$ cat src/rtl/decode_issue_queue.sv
// decode_issue_queue
//   Circular instruction queue between decode and execute. Buffers decoded
//   bundles with PC and a vsetvl-class flag. Once a vsetvl-class entry
//   issues, the queue holds every later entry until execute pulses
//   vsetvl_done.
//
//   Optional feature macro: DECODE_QUEUE_BYPASS_EN. When defined, an empty,
//   idle queue presents the incoming bundle combinationally. If the bundle
//   is not stalled, it issues without being stored.
//
// Ports
//   CLK, RST            clock (rising edge), synchronous active-high reset
//   flush_queue         drop all entries, clear barrier (beats enq/deq/done)
//   stall_queue         block dequeue
//   queue_wen, wdata,
//   wpc, wvsetvl        enqueue request from decode
//   vsetvl_done         execute retired the config write (releases barrier)
//   rvalid, rdata,
//   rpc, rvsetvl        head entry presented to execute
//   is_queue_full,
//   almost_full, count  occupancy, derived from registered count
//   overflow_err        sticky, enqueue attempted while full (cleared by RST)
module decode_issue_queue #(
  parameter int DEPTH     = 4,
  parameter int DATA_W    = 64,
  parameter int AF_THRESH = DEPTH - 1
) (
  input  logic                       CLK,
  input  logic                       RST,
  input  logic                       flush_queue,
  input  logic                       stall_queue,
  input  logic                       queue_wen,
  input  logic [DATA_W-1:0]          wdata,
  input  logic [31:0]                wpc,
  input  logic                       wvsetvl,
  input  logic                       vsetvl_done,
  output logic                       rvalid,
  output logic [DATA_W-1:0]          rdata,
  output logic [31:0]                rpc,
  output logic                       rvsetvl,
  output logic                       is_queue_full,
  output logic                       almost_full,
  output logic [$clog2(DEPTH):0]     count,
  output logic                       overflow_err
);
  localparam int PW = $clog2(DEPTH);
  localparam int CW = PW + 1;

  typedef struct packed {
    logic [DATA_W-1:0] data;
    logic [31:0]       pc;
    logic              vsetvl;
  } entry_t;

  typedef enum logic {IDLE = 1'b0, WAIT = 1'b1} state_e;

  entry_t          mem [DEPTH];
  entry_t          wr_ent, head;
  logic [PW-1:0]   rd_ptr, wr_ptr;
  state_e          state_q, state_d;
  logic            stored_vld, byp, byp_issue, deq, deq_mem, enq;

  assign wr_ent        = '{data: wdata, pc: wpc, vsetvl: wvsetvl};
  assign is_queue_full = (count == CW'(DEPTH));
  assign almost_full   = (count >= CW'(AF_THRESH));

  // Stored head is only offered while no vsetvl is outstanding.
  assign stored_vld = (count != '0) & (state_q == IDLE);

`ifdef DECODE_QUEUE_BYPASS_EN
  assign byp  = (count == '0) & (state_q == IDLE) & queue_wen & ~flush_queue;
  assign head = byp ? wr_ent : mem[rd_ptr];
`else
  assign byp  = 1'b0;
  assign head = mem[rd_ptr];
`endif

  assign rvalid  = stored_vld | byp;
  assign rdata   = head.data;
  assign rpc     = head.pc;
  assign rvsetvl = head.vsetvl;

  assign deq       = rvalid & ~stall_queue & ~flush_queue;
  // A bypassed bundle that issues this cycle never touches storage.
  assign byp_issue = byp & deq;
  assign deq_mem   = deq & ~byp_issue;
  // Full comes from the registered count, so a same-cycle dequeue does not
  // make room for a write into a full queue.
  assign enq       = queue_wen & ~is_queue_full & ~flush_queue & ~byp_issue;

  // Barrier FSM
  always_comb begin
    state_d = state_q;
    case (state_q)
      IDLE: if (deq & head.vsetvl)            state_d = WAIT;
      WAIT: if (flush_queue | vsetvl_done)    state_d = IDLE;
      default:                                state_d = IDLE;
    endcase
  end

  always_ff @(posedge CLK) begin
    if (RST) state_q <= IDLE;
    else     state_q <= state_d;
  end

  // Pointers, count, storage, sticky overflow
  always_ff @(posedge CLK) begin
    if (RST) begin
      rd_ptr       <= '0;
      wr_ptr       <= '0;
      count        <= '0;
      overflow_err <= 1'b0;
      for (int i = 0; i < DEPTH; i++) mem[i] <= '0;
    end else begin
      if (queue_wen & is_queue_full & ~flush_queue) overflow_err <= 1'b1;
      if (flush_queue) begin
        rd_ptr <= '0;
        wr_ptr <= '0;
        count  <= '0;
      end else begin
        if (enq) begin
          mem[wr_ptr] <= wr_ent;
          wr_ptr      <= wr_ptr + PW'(1);
        end
        if (deq_mem) rd_ptr <= rd_ptr + PW'(1);
        case ({enq, deq_mem})
          2'b10:   count <= count + CW'(1);
          2'b01:   count <= count - CW'(1);
          default: count <= count;
        endcase
      end
    end
  end
endmodule

$ cat config.mk
export PLATFORM = sky130hd
export DESIGN_NAME = decode_issue_queue
export DESIGN_NICKNAME = d
export VERILOG_FILES = /design/src/rtl/decode_issue_queue.sv
export SDC_FILE = /design/constraint.sdc
export NUM_CORES = 1
export LEC_CHECK = 0
export ABC_AREA = 1
export BUFFER_PORTS_ARGS = -buffer_cell sky130_fd_sc_hd__buf_2
export CORE_MARGIN = 4
export CORE_UTILIZATION = 60
export CTS_BUF_LIST = sky130_fd_sc_hd__clkbuf_8
export DETAILED_ROUTE_END_ITERATION = 16
export MAX_ROUTING_LAYER = met4
export PLACE_DENSITY = 0.88
export SLEW_MARGIN = 5
export SYNTH_ARGS = -nofsm -noshare
export SYNTH_HDL_FRONTEND = slang
export SYNTH_SLANG_ARGS = --single-unit
export TNS_END_PERCENT = 10
$ cat constraint.sdc
create_clock -name CLK -period 20.8 [get_ports CLK]
set_input_delay 2.08 -clock CLK [delete_from_list [all_inputs] [get_ports CLK]]
set_output_delay 2.08 -clock CLK [all_outputs]
set_load 0.05 [all_outputs]
==> results.toml, run 1 <==
[outcome]
status = "finished, final reports clean"

[logic_synthesis]
synth_fp_nets = 1683
netlist_instances = 1578
synth_largest_type_area_fraction_pct = 63.0
synth.distinct_cells = 25
postSynthRegisterBits = 399
synth-warning-count = 0
yosys-top-cells-area = "sky130_fd_sc_hd__edfxtp_1 (63%), sky130_fd_sc_hd__nor3_2 (11%), sky130_fd_sc_hd__nor2_1 (6.1%)"
avgSynthCellArea_um2 = 11.7
synthesis.area_um2 = 18500
ys_seq_area_share_pct = 64.2
synth_area_leader_cell = "sky130_fd_sc_hd__edfxtp_1"

[layout]
post-route-util_pct = 68.3
synthToLayoutAreaGrowth_pct = 11.0
mostFrequentLayoutCell = "sky130_fd_sc_hd__edfxtp_1"
num-nets-final = 1834
fillers = 2153
drive_above_1_share_pct = 29.3
finalInstanceArea_um2 = 20500
antenna-diode-count = 0
most_frequent_cells_in_the_layout = "sky130_fd_sc_hd__edfxtp_1 (388), sky130_fd_sc_hd__nor2_1 (299), sky130_fd_sc_hd__nor3_2 (210)"

[clock_network]
cts_setup_buffers = 0
clock_edge_transition_at_the_registers_on_the_reported_setup_and_hold_paths_ns = 0.06
numClockSinks = 399
clock_tree.buffer_depth = 3
clock_tree.root_cell = "sky130_fd_sc_hd__clkbuf_8"
cts_made_buffers = 61
cts-hold-fix-buffers = 0
insertion_delay_ns = 0.62
cts_h_tree_depth = 2
cts_tree = "yes"
post_cts_resize_count = 0

[timing]
final_critical_path_setup_slack_ns = 15.06
fmax_mhz = 174
setup_repair_after_global_routing_missed_its_margin = "no"
setup_viol_count_final = 0
timing.final.crit_period_ns = 5.74
finalMaxSlewViolations = 0
max_slew_margin_pct = 20.4
layout_worst_path_cycle_share_pct = 27.6
fin_setup_tns_ns = 0
timing.clock.skew_ns = 0.0361
hold_violations = 0
worstMarginPinSlew_ns = 1.19

[critical_path]
path_max_fanout = 101
critical_path.reg2reg.endpoint = "mem[2][1]"
startpoint_type = "flip-flop"
cp.required_ns = 18.72
timing.setup.critical_path_class = "flip-flop to output pin"
r2r_setup_slack_ns = 17.06
critical_path_arrival_ns = 3.66
critPathCaptureType = "output pin"
crit-reg2reg-launch = "wr_ptr[1]"
timing.reg2reg.worst_path_depth = 4

[global_routing]
grt_antenna_before_repair = 0
grt_remaining_overflow = 0
pin_count_of_the_biggest_net_entering_global_routing = 130
first_global_vias = 13200
global_route.usage.total_pct = 26.4
first_pass_grt_wire_length_um = 68900

[power_and_ir_drop]
vdd_drop_max_mv = 0.0471
fin_total_pwr_w = 0.00165
power-per-cell-area_nw_per_um2 = 80.3
p_leak_nw = 7.87

[job]
max-cap-violations = 0

[die]
initial_utilization_pct = 61.5
die_w_um = 184
fp.dieArea_um2 = 33700
boundary_pin_count = 207
core.rowCount = 63
core_region_area_um2 = 30000
die-height_um = 184

[routing]
drcViolationCount = 0
ant_nets = 0
via_count = 13100
wl_per_cell_um = 20.6
wl_um = 44600
vias_per_cell = 6.05
initialDrtViolationCount = 1333
first_pass_iters = 5

[place]
buffer_ports.inserted = 206
detailed_place_hpwl_um = 24700
preCtsSetupSlack_ns = 15.23
place_area_um2 = 19500
gp_routability_congestion = 0.818

[hold_path]
hold_crit_endpoint = "state_q"
holdCritPathClass = "flip-flop to flip-flop"
holdPathStages = 2
worst_hold_startpoint = "state_q"
-- metrics by stage --
step           hold slack, ns  instances
3_3_place_gp            0.456       2056
2_1_floorplan           0.437       1578
5_1_grt                 0.512       2160
6_report                0.488       2160
4_1_cts                 0.490       2160
3_5_place_dp            0.468       2056
-- synthesized netlist by cell type (all sizes together) --
cell type	number
nor3	291
ha	1
nand4	1
edfxtp	388
nand2	21
dfxtp	11
xor2	1
fa	1
nand3	4
clkbuf	59
nor2	301
inv	119
o22ai	96
buf	76
a21oi	10
o21ai	198
-- power by group --
group | switching [W] | internal, W | total (W) | leakage (nW)
logic | 0.000126 | 0.0000312 | 0.000157 | 3.19
clock network | 0.000291 | 0.000270 | 0.000561 | 0.582
registers | 0.0000101 | 0.000919 | 0.000929 | 4.10
total | 0.000427 | 0.00122 | 0.00165 | 7.87
-- metal layers --
metal	wire length (um)	vias to the layer above	global-route usage, %
met5	0	-	-
met4	1620	0	11.3
met3	3660	94	4.57
met2	22500	659	43.4
met1	16900	6395	32.5
li1	-	5924	-
-- final cells by class --
cell class | count | area, um2 | share of cell area, %
Clock inverter | 43 | 180 | 0.878
Inverter | 119 | 464 | 2.26
Timing Repair Buffer | 223 | 1160 | 5.65
Clock buffer | 61 | 840 | 4.09
Multi-Input combinational cell | 925 | 5500 | 26.8
Tap cell | 390 | 488 | 2.38
Sequential cell | 399 | 11900 | 57.9
-- flip-flops by register name, summed over array words and instances (netlist names), named ones only --
| register | cells |
|---|---|
| count | 3 |
| mem | 388 |
| overflow_err | 1 |
| rd_ptr | 2 |
| state_q | 1 |
| wr_ptr | 2 |
-- critical path, cell delays in order, from the launching register on --
cell	delay, ns
sky130_fd_sc_hd__dfxtp_4	0.51
sky130_fd_sc_hd__inv_6	0.57
sky130_fd_sc_hd__buf_4	0.94
sky130_fd_sc_hd__o21ai_0	0.25
sky130_fd_sc_hd__o22ai_1	0.34
sky130_fd_sc_hd__buf_2	0.34
-- cell families (layout without fill, tap and decap cells) --
| family | Yosys count | in the layout | synth area share [%] |
|---|---|---|---|
| AND/OR/NAND/NOR | 618 | 618 | 20.4 |
| flip-flops | 399 | 399 | 64.2 |
| AO/OA/AOI/OAI | 304 | 304 | 8.88 |
| buffers and inverters | 254 | 446 | 6.29 |
| adder cells (fa/ha/maj) | 2 | 2 | 0.176 |
| XOR/XNOR | 1 | 1 | 0.0474 |
-- worst max path at each step --
stage,start,to,slack (ns),cells after the start
final,flip-flop,rdata[6],15.06,5
after global placement,flush_queue,mem[0][48],15.35,7
after detailed placement,flush_queue,mem[0][50],15.23,7
after floorplan,queue_wen,mem[0][0],10.64,7
after global routing,flip-flop,rdata[6],14.83,5
after CTS,flip-flop,rdata[6],15.01,5
Power figures use the tool's default switching activity.
==> inputs of run 2 (changes only) <==
--- a/config.mk
+++ b/config.mk
@@ -5,14 +5,14 @@
 export SDC_FILE = /design/constraint.sdc
 export NUM_CORES = 1
 export LEC_CHECK = 0
-export ABC_AREA = 1
+export ABC_AREA = 0
 export BUFFER_PORTS_ARGS = -buffer_cell sky130_fd_sc_hd__buf_2
 export CORE_MARGIN = 4
 export CORE_UTILIZATION = 60
 export CTS_BUF_LIST = sky130_fd_sc_hd__clkbuf_8
 export DETAILED_ROUTE_END_ITERATION = 16
 export MAX_ROUTING_LAYER = met4
-export PLACE_DENSITY = 0.88
+export PLACE_DENSITY = 0.89
 export SLEW_MARGIN = 5
 export SYNTH_ARGS = -nofsm -noshare
 export SYNTH_HDL_FRONTEND = slang
==> constraint.sdc (replaced) <==
create_clock -name CLK -period 5.8 [get_ports CLK]
set_input_delay 0.58 -clock CLK [delete_from_list [all_inputs] [get_ports CLK]]
set_output_delay 0.58 -clock CLK [all_outputs]
set_load 0.05 [all_outputs]
==> results.toml, run 2 <==
[routing]
wl_per_cell_um = 21.5
wl_um = 35700
drcViolationCount = 0
via_count = 9329
first_pass_iters = 5
vias_per_cell = 5.62
ant_nets = 0
initialDrtViolationCount = 782

[layout]
flip_flop_count_of_the_largest_register_all_copies_and_words_added = 388
ff_latch_area_um2 = 11900
synthToLayoutAreaGrowth_pct = 14.0
num-nets-final = 1326
registers.top_by_ff_count = "mem"
biggest_registers_after_layout = "mem (388), count (3)"
drive_above_1_share_pct = 31.3
finalInstanceArea_um2 = 19600
fillers = 1857
multiInputGateArea_um2 = 5010
most_frequent_cells_in_the_layout = "sky130_fd_sc_hd__and2_1 (388), sky130_fd_sc_hd__edfxtp_1 (388), sky130_fd_sc_hd__buf_2 (206)"

[logic_synthesis]
synth_area_leader_cell = "sky130_fd_sc_hd__edfxtp_1"
synth_simple_gate_area_share_pct = 15.5
postSynth.topFlopCell = "sky130_fd_sc_hd__edfxtp_1"
synthesis.area_um2 = 17200
avgSynthCellArea_um2 = 17.1
synth_fp_nets = 1113
synth-adder-area-share_pct = 0.189
synth.distinct_cells = 32
synth.cells.most_frequent = "sky130_fd_sc_hd__and2_1 (388), sky130_fd_sc_hd__edfxtp_1 (388), sky130_fd_sc_hd__mux4_2 (97)"
postSynthRegisterBits = 399
netlist_instances = 1008
synth-compound-area-share_pct = 0.545
synth_enable_flop_cells = 388
yosys-top-cells-area = "sky130_fd_sc_hd__edfxtp_1 (68%), sky130_fd_sc_hd__and2_1 (14%), sky130_fd_sc_hd__mux4_2 (13%)"
ys_seq_area_share_pct = 68.9
synth_xor_area_share_pct = 0.102
largest_family_of_logic_cells_by_synthesized_area = "simple AND/OR/NAND/NOR gates"
synth-warning-count = 0
muxShareOfSynthArea_pct = 12.7
post_synth_arst_share_pct = 0
synth_largest_type_area_fraction_pct = 67.6

[global_routing]
grt.met3_usage_pct = 5.07
global_route.usage.total_pct = 23.6
gr-usage-met2_pct = 37.5
first_pass_grt_wire_length_um = 54800
first_global_vias = 9809
grt_antenna_before_repair = 15
grt_met1_usage_pct = 30.8
pin_count_of_the_biggest_net_entering_global_routing = 98
grt_remaining_overflow = 0
grt_busiest_layer = "met2"

[power_and_ir_drop]
p_leak_nw = 7.50
vdd_drop_max_mv = 0.158
power-per-cell-area_nw_per_um2 = 296

[critical_path]
startpoint_type = "flip-flop"
path_max_fanout = 62
timing.setup.critical_path_class = "flip-flop to output pin"
cp.required_ns = 5.22
critPathCaptureType = "output pin"
critical_path_arrival_ns = 2.84

[clock_network]
cts_made_buffers = 59
insertion_delay_ns = 0.58
clock_tree.root_cell = "sky130_fd_sc_hd__clkbuf_8"
cts_h_tree_depth = 2
cts_tree = "yes"
numClockSinks = 399
post_cts_resize_count = 0
cts_setup_buffers = 0
clock_tree.buffer_depth = 3
cts-hold-fix-buffers = 0
clock_edge_transition_at_the_registers_on_the_reported_setup_and_hold_paths_ns = 0.07

[timing]
setup_repair_after_global_routing_missed_its_margin = "no"
worstMarginPinSlew_ns = 1.06
finalMaxSlewViolations = 0
setup_viol_count_final = 0
layout_worst_path_cycle_share_pct = 59.0
fmax_mhz = 292
timing.clock.skew_ns = 0.0199
hold_violations = 0
fin_setup_tns_ns = 0
timing.final.crit_period_ns = 3.42
max_slew_margin_pct = 29.0

[die]
initial_utilization_pct = 61.3
die_w_um = 177
fp.dieArea_um2 = 31500
core.rowCount = 61
core_region_area_um2 = 28100
boundary_pin_count = 207
die-height_um = 177

[outcome]
status = "finished, final reports clean"

[place]
place_area_um2 = 18500
buffer_ports.inserted = 206
gp_routability_congestion = 0.775
detailed_place_hpwl_um = 20900

[hold_path]
holdCritPathClass = "input pin to flip-flop"

[job]
max-cap-violations = 0
## run 2: changes by cell type in the layout (fill, tap and decap cells not counted), moves of 8 or more
| cell | previous run | this run |
|---|---|---|
| sky130_fd_sc_hd__and2_1 | 0 | 388 |
| sky130_fd_sc_hd__nor2_1 | 299 | 9 |
| sky130_fd_sc_hd__nor3_2 | 210 | 0 |
| sky130_fd_sc_hd__o21ai_0 | 143 | 3 |
| sky130_fd_sc_hd__inv_1 | 131 | 30 |
| sky130_fd_sc_hd__mux4_2 | 0 | 97 |
| sky130_fd_sc_hd__o22ai_1 | 96 | 0 |
| sky130_fd_sc_hd__nor3_1 | 81 | 2 |
| sky130_fd_sc_hd__o21ai_1 | 52 | 0 |
| sky130_fd_sc_hd__nand2_1 | 17 | 0 |
| sky130_fd_sc_hd__diode_2 | 0 | 16 |
| sky130_fd_sc_hd__buf_4 | 17 | 9 |
## run 2: cell type report
type	count	area share, %
antenna	16	0.204
clock buffer	62	4.34
clock inverter	44	1.01
inverter	7	0.134
multi-input combinational	536	25.5
sequential	399	60.5
tap	378	2.41
timing repair buffer	218	5.90
## run 2: logic make-up (layout without fill, tap and decap cells)
family	Yosys count	after routing
compound gates	16	16
xor+xnor	2	2
fa+ha+maj	2	2
buf+inv	73	331
flops	399	399
mux	97	97
other cells	0	16
simple gates	419	419
## run 2: path summary, 6_finish.rpt
kind                start      endpoint  slack, ns  depth (start not counted)
max             flip-flop     rdata[16]       2.38                          3
min reg2reg  overflow_err  overflow_err       0.48                          2
max reg2reg      count[2]      count[2]       2.92                          9
min             queue_wen  overflow_err       0.28                          3
## run 2: routing by layer
metal	routed length [um]	up-vias
li1	-	4191
met1	14000	4730
met2	18100	348
met3	2730	60
met4	847	0
met5	0	-
## run 2: where the power goes
group	internal (W)	total (W)	switching [W]
Clock	0.00102	0.00203	0.00101
Combinational	0.000136	0.000466	0.000330
Sequential	0.00329	0.00332	0.0000340
Total	0.00445	0.00582	0.00137
## run 2: stage by stage
step	cells	total power [W]	setup slack, ns	utilization, %	hold WS [ns]
after global placement	1538	0.00384	2.84	66.0	0.457
after floorplan	1008	0.00368	1.61	-	0.453
final	1660	0.00582	2.38	69.9	0.278
after CTS	1644	0.00587	2.33	69.8	0.245
after global routing	1659	0.00604	2.27	69.9	0.283
after detailed placement	1538	0.00385	2.77	66.0	0.466
## run 2: critical path, cell delays in order (launching register included)
cell	delay, ns
sky130_fd_sc_hd__dfxtp_4	0.97
sky130_fd_sc_hd__buf_4	0.58
sky130_fd_sc_hd__mux4_2	0.43
sky130_fd_sc_hd__buf_2	0.24
==> inputs of run 3 (changes only) <==
--- a/config.mk
+++ b/config.mk
@@ -8,11 +8,11 @@
 export ABC_AREA = 0
 export BUFFER_PORTS_ARGS = -buffer_cell sky130_fd_sc_hd__buf_2
 export CORE_MARGIN = 4
-export CORE_UTILIZATION = 60
+export CORE_UTILIZATION = 55
 export CTS_BUF_LIST = sky130_fd_sc_hd__clkbuf_8
 export DETAILED_ROUTE_END_ITERATION = 16
 export MAX_ROUTING_LAYER = met4
-export PLACE_DENSITY = 0.89
+export PLACE_DENSITY = 0.86
 export SLEW_MARGIN = 5
 export SYNTH_ARGS = -nofsm -noshare
 export SYNTH_HDL_FRONTEND = slang
==> constraint.sdc (replaced) <==
create_clock -name CLK -period 3 [get_ports CLK]
set_input_delay 0.3 -clock CLK [delete_from_list [all_inputs] [get_ports CLK]]
set_output_delay 0.3 -clock CLK [all_outputs]
set_load 0.05 [all_outputs]
==> results.toml, run 3 (synthesis gave the netlist of run 2 again) <==
[outcome]
status = "finished, final reports clean"

[power_and_ir_drop]
power-per-cell-area_nw_per_um2 = 554
p_leak_nw = 8.02
vdd_drop_max_mv = 0.377

[hold_path]
worst_hold_startpoint = "wdata[57]"
hold_crit_endpoint = "mem[3][90]"
holdPathStages = 2
holdCritPathClass = "input pin to flip-flop"

[timing]
setup_repair_after_global_routing_missed_its_margin = "no"
timing.final.crit_period_ns = 2.68
finalMaxSlewViolations = 0
fin_hold_ws_ns = 0.0470
setup_viol_count_final = 0
final_critical_path_setup_slack_ns = 0.317
layout_worst_path_cycle_share_pct = 89.4
max_slew_margin_pct = 31.1
hold_violations = 0
timing.clock.skew_ns = 0.0127
fmax_mhz = 373
worstMarginPinSlew_ns = 1.03

[layout]
flip_flop_count_of_the_largest_register_all_copies_and_words_added = 388
biggest_registers_after_layout = "mem (388), count (3)"
ff_latch_area_um2 = 11900
synthToLayoutAreaGrowth_pct = 21.2
finalInstanceArea_um2 = 20900
registers.top_by_ff_count = "mem"
multiInputGateArea_um2 = 5010
fillers = 2023
num-nets-final = 1430
most_frequent_cells_in_the_layout = "sky130_fd_sc_hd__and2_1 (388), sky130_fd_sc_hd__edfxtp_1 (388), sky130_fd_sc_hd__buf_2 (206)"
drive_above_1_share_pct = 30.3

[routing]
initialDrtViolationCount = 777
drcViolationCount = 0
ant_nets = 0
wl_per_cell_um = 21.2
first_pass_iters = 5
via_count = 9830
vias_per_cell = 5.52
wl_um = 37800

[global_routing]
global_route.usage.total_pct = 23.3
grt_remaining_overflow = 0
first_global_vias = 10800
first_pass_grt_wire_length_um = 59300
grt_antenna_before_repair = 7
pin_count_of_the_biggest_net_entering_global_routing = 98

[place]
buffer_ports.inserted = 206
detailed_place_hpwl_um = 21300
preCtsSetupSlack_ns = 0.465
gp_routability_congestion = 0.766
place_area_um2 = 18900

[critical_path]
r2r_setup_slack_ns = 0.38
timing.setup.critical_path_class = "flip-flop to output pin"
cp.required_ns = 2.70
critical_path.reg2reg.endpoint = "count[2]"
timing.reg2reg.worst_path_depth = 9
crit-reg2reg-launch = "count[2]"
critPathCaptureType = "output pin"
critical_path_arrival_ns = 2.38
path_max_fanout = 19
startpoint_type = "flip-flop"

[clock_network]
cts_h_tree_depth = 2
cts_tree = "yes"
cts_made_buffers = 61
clock_tree.root_cell = "sky130_fd_sc_hd__clkbuf_8"
numClockSinks = 399
cts_setup_buffers = 0
clock_tree.buffer_depth = 3
clock_edge_transition_at_the_registers_on_the_reported_setup_and_hold_paths_ns = 0.06
insertion_delay_ns = 0.60

[job]
max-cap-violations = 0

[die]
core.rowCount = 64
die-height_um = 185
core_region_area_um2 = 30700
die_w_um = 185
boundary_pin_count = 207
fp.dieArea_um2 = 34200
initial_utilization_pct = 56.0
-- run 3: changes by cell type in the layout (fill, tap and decap cells not counted), sizes merged --
cell         change
dlygate4sd3     +88
buf             +14
clkinv           +9
diode            -9
clkbuf           +1
clkinvlp         +1
inv              -1
-- run 3: routing by layer --
| metal | GRT usage, % | wire, um |
|---|---|---|
| met5 | - | 0 |
| met3 | 4.34 | 2530 |
| met2 | 39.5 | 19600 |
| met4 | 7.08 | 943 |
| met1 | 29.0 | 14800 |
-- run 3: power by group --
| part | switching, W | internal (W) | leakage [nW] |
|---|---|---|---|
| Clock | 0.00207 | 0.00204 | 0.649 |
| Combinational | 0.000673 | 0.000362 | 3.25 |
| Sequential | 0.0000631 | 0.00636 | 4.12 |
| Total | 0.00281 | 0.00876 | 8.02 |
-- run 3: worst max-delay path: stages (launching register included) --
cell and delay, ns:
sky130_fd_sc_hd__dfxtp_4 0.61, sky130_fd_sc_hd__buf_4 0.36, sky130_fd_sc_hd__mux4_2 0.57, sky130_fd_sc_hd__buf_2 0.24
-- run 3: worst max-delay path by stage --
stage	start	endpoint	slack, ns	cells after the start
finish	flip-flop	rdata[9]	0.32	3
global route	count[2]	count[2]	0.14	9
CTS	flip-flop	rdata[7]	0.24	3
detailed placement	count[2]	count[2]	0.47	9
global placement	count[2]	count[2]	0.55	9
floorplan	count[0]	mem[0][0]	-0.12	4
-- run 3: timing repair --
item                      4_1_cts  5_1_grt
hold buffers                   87        1
gates resized for setup         0        0
hold endpoints to repair      306        1
-- run 3: cell type report --
type	count	share of cell area (%)
tap	396	2.37
clock inverter	53	1.20
clock buffer	63	4.16
multi-input combinational	536	24.0
sequential	399	56.9
inverter	7	0.126
antenna	7	0.0839
timing repair buffer	320	11.1
-- run 3: stage by stage --
step | setup TNS (ns) | utilization, % | total power (W) | cells
floorplan | -13.40 | - | 0.00712 | 1008
global placement | 0 | 61.3 | 0.00745 | 1570
detailed placement | 0 | 61.3 | 0.00748 | 1570
CTS | 0 | 67.8 | 0.0117 | 1773
global route | 0 | 67.9 | 0.0120 | 1781
finish | 0 | 67.9 | 0.0116 | 1781
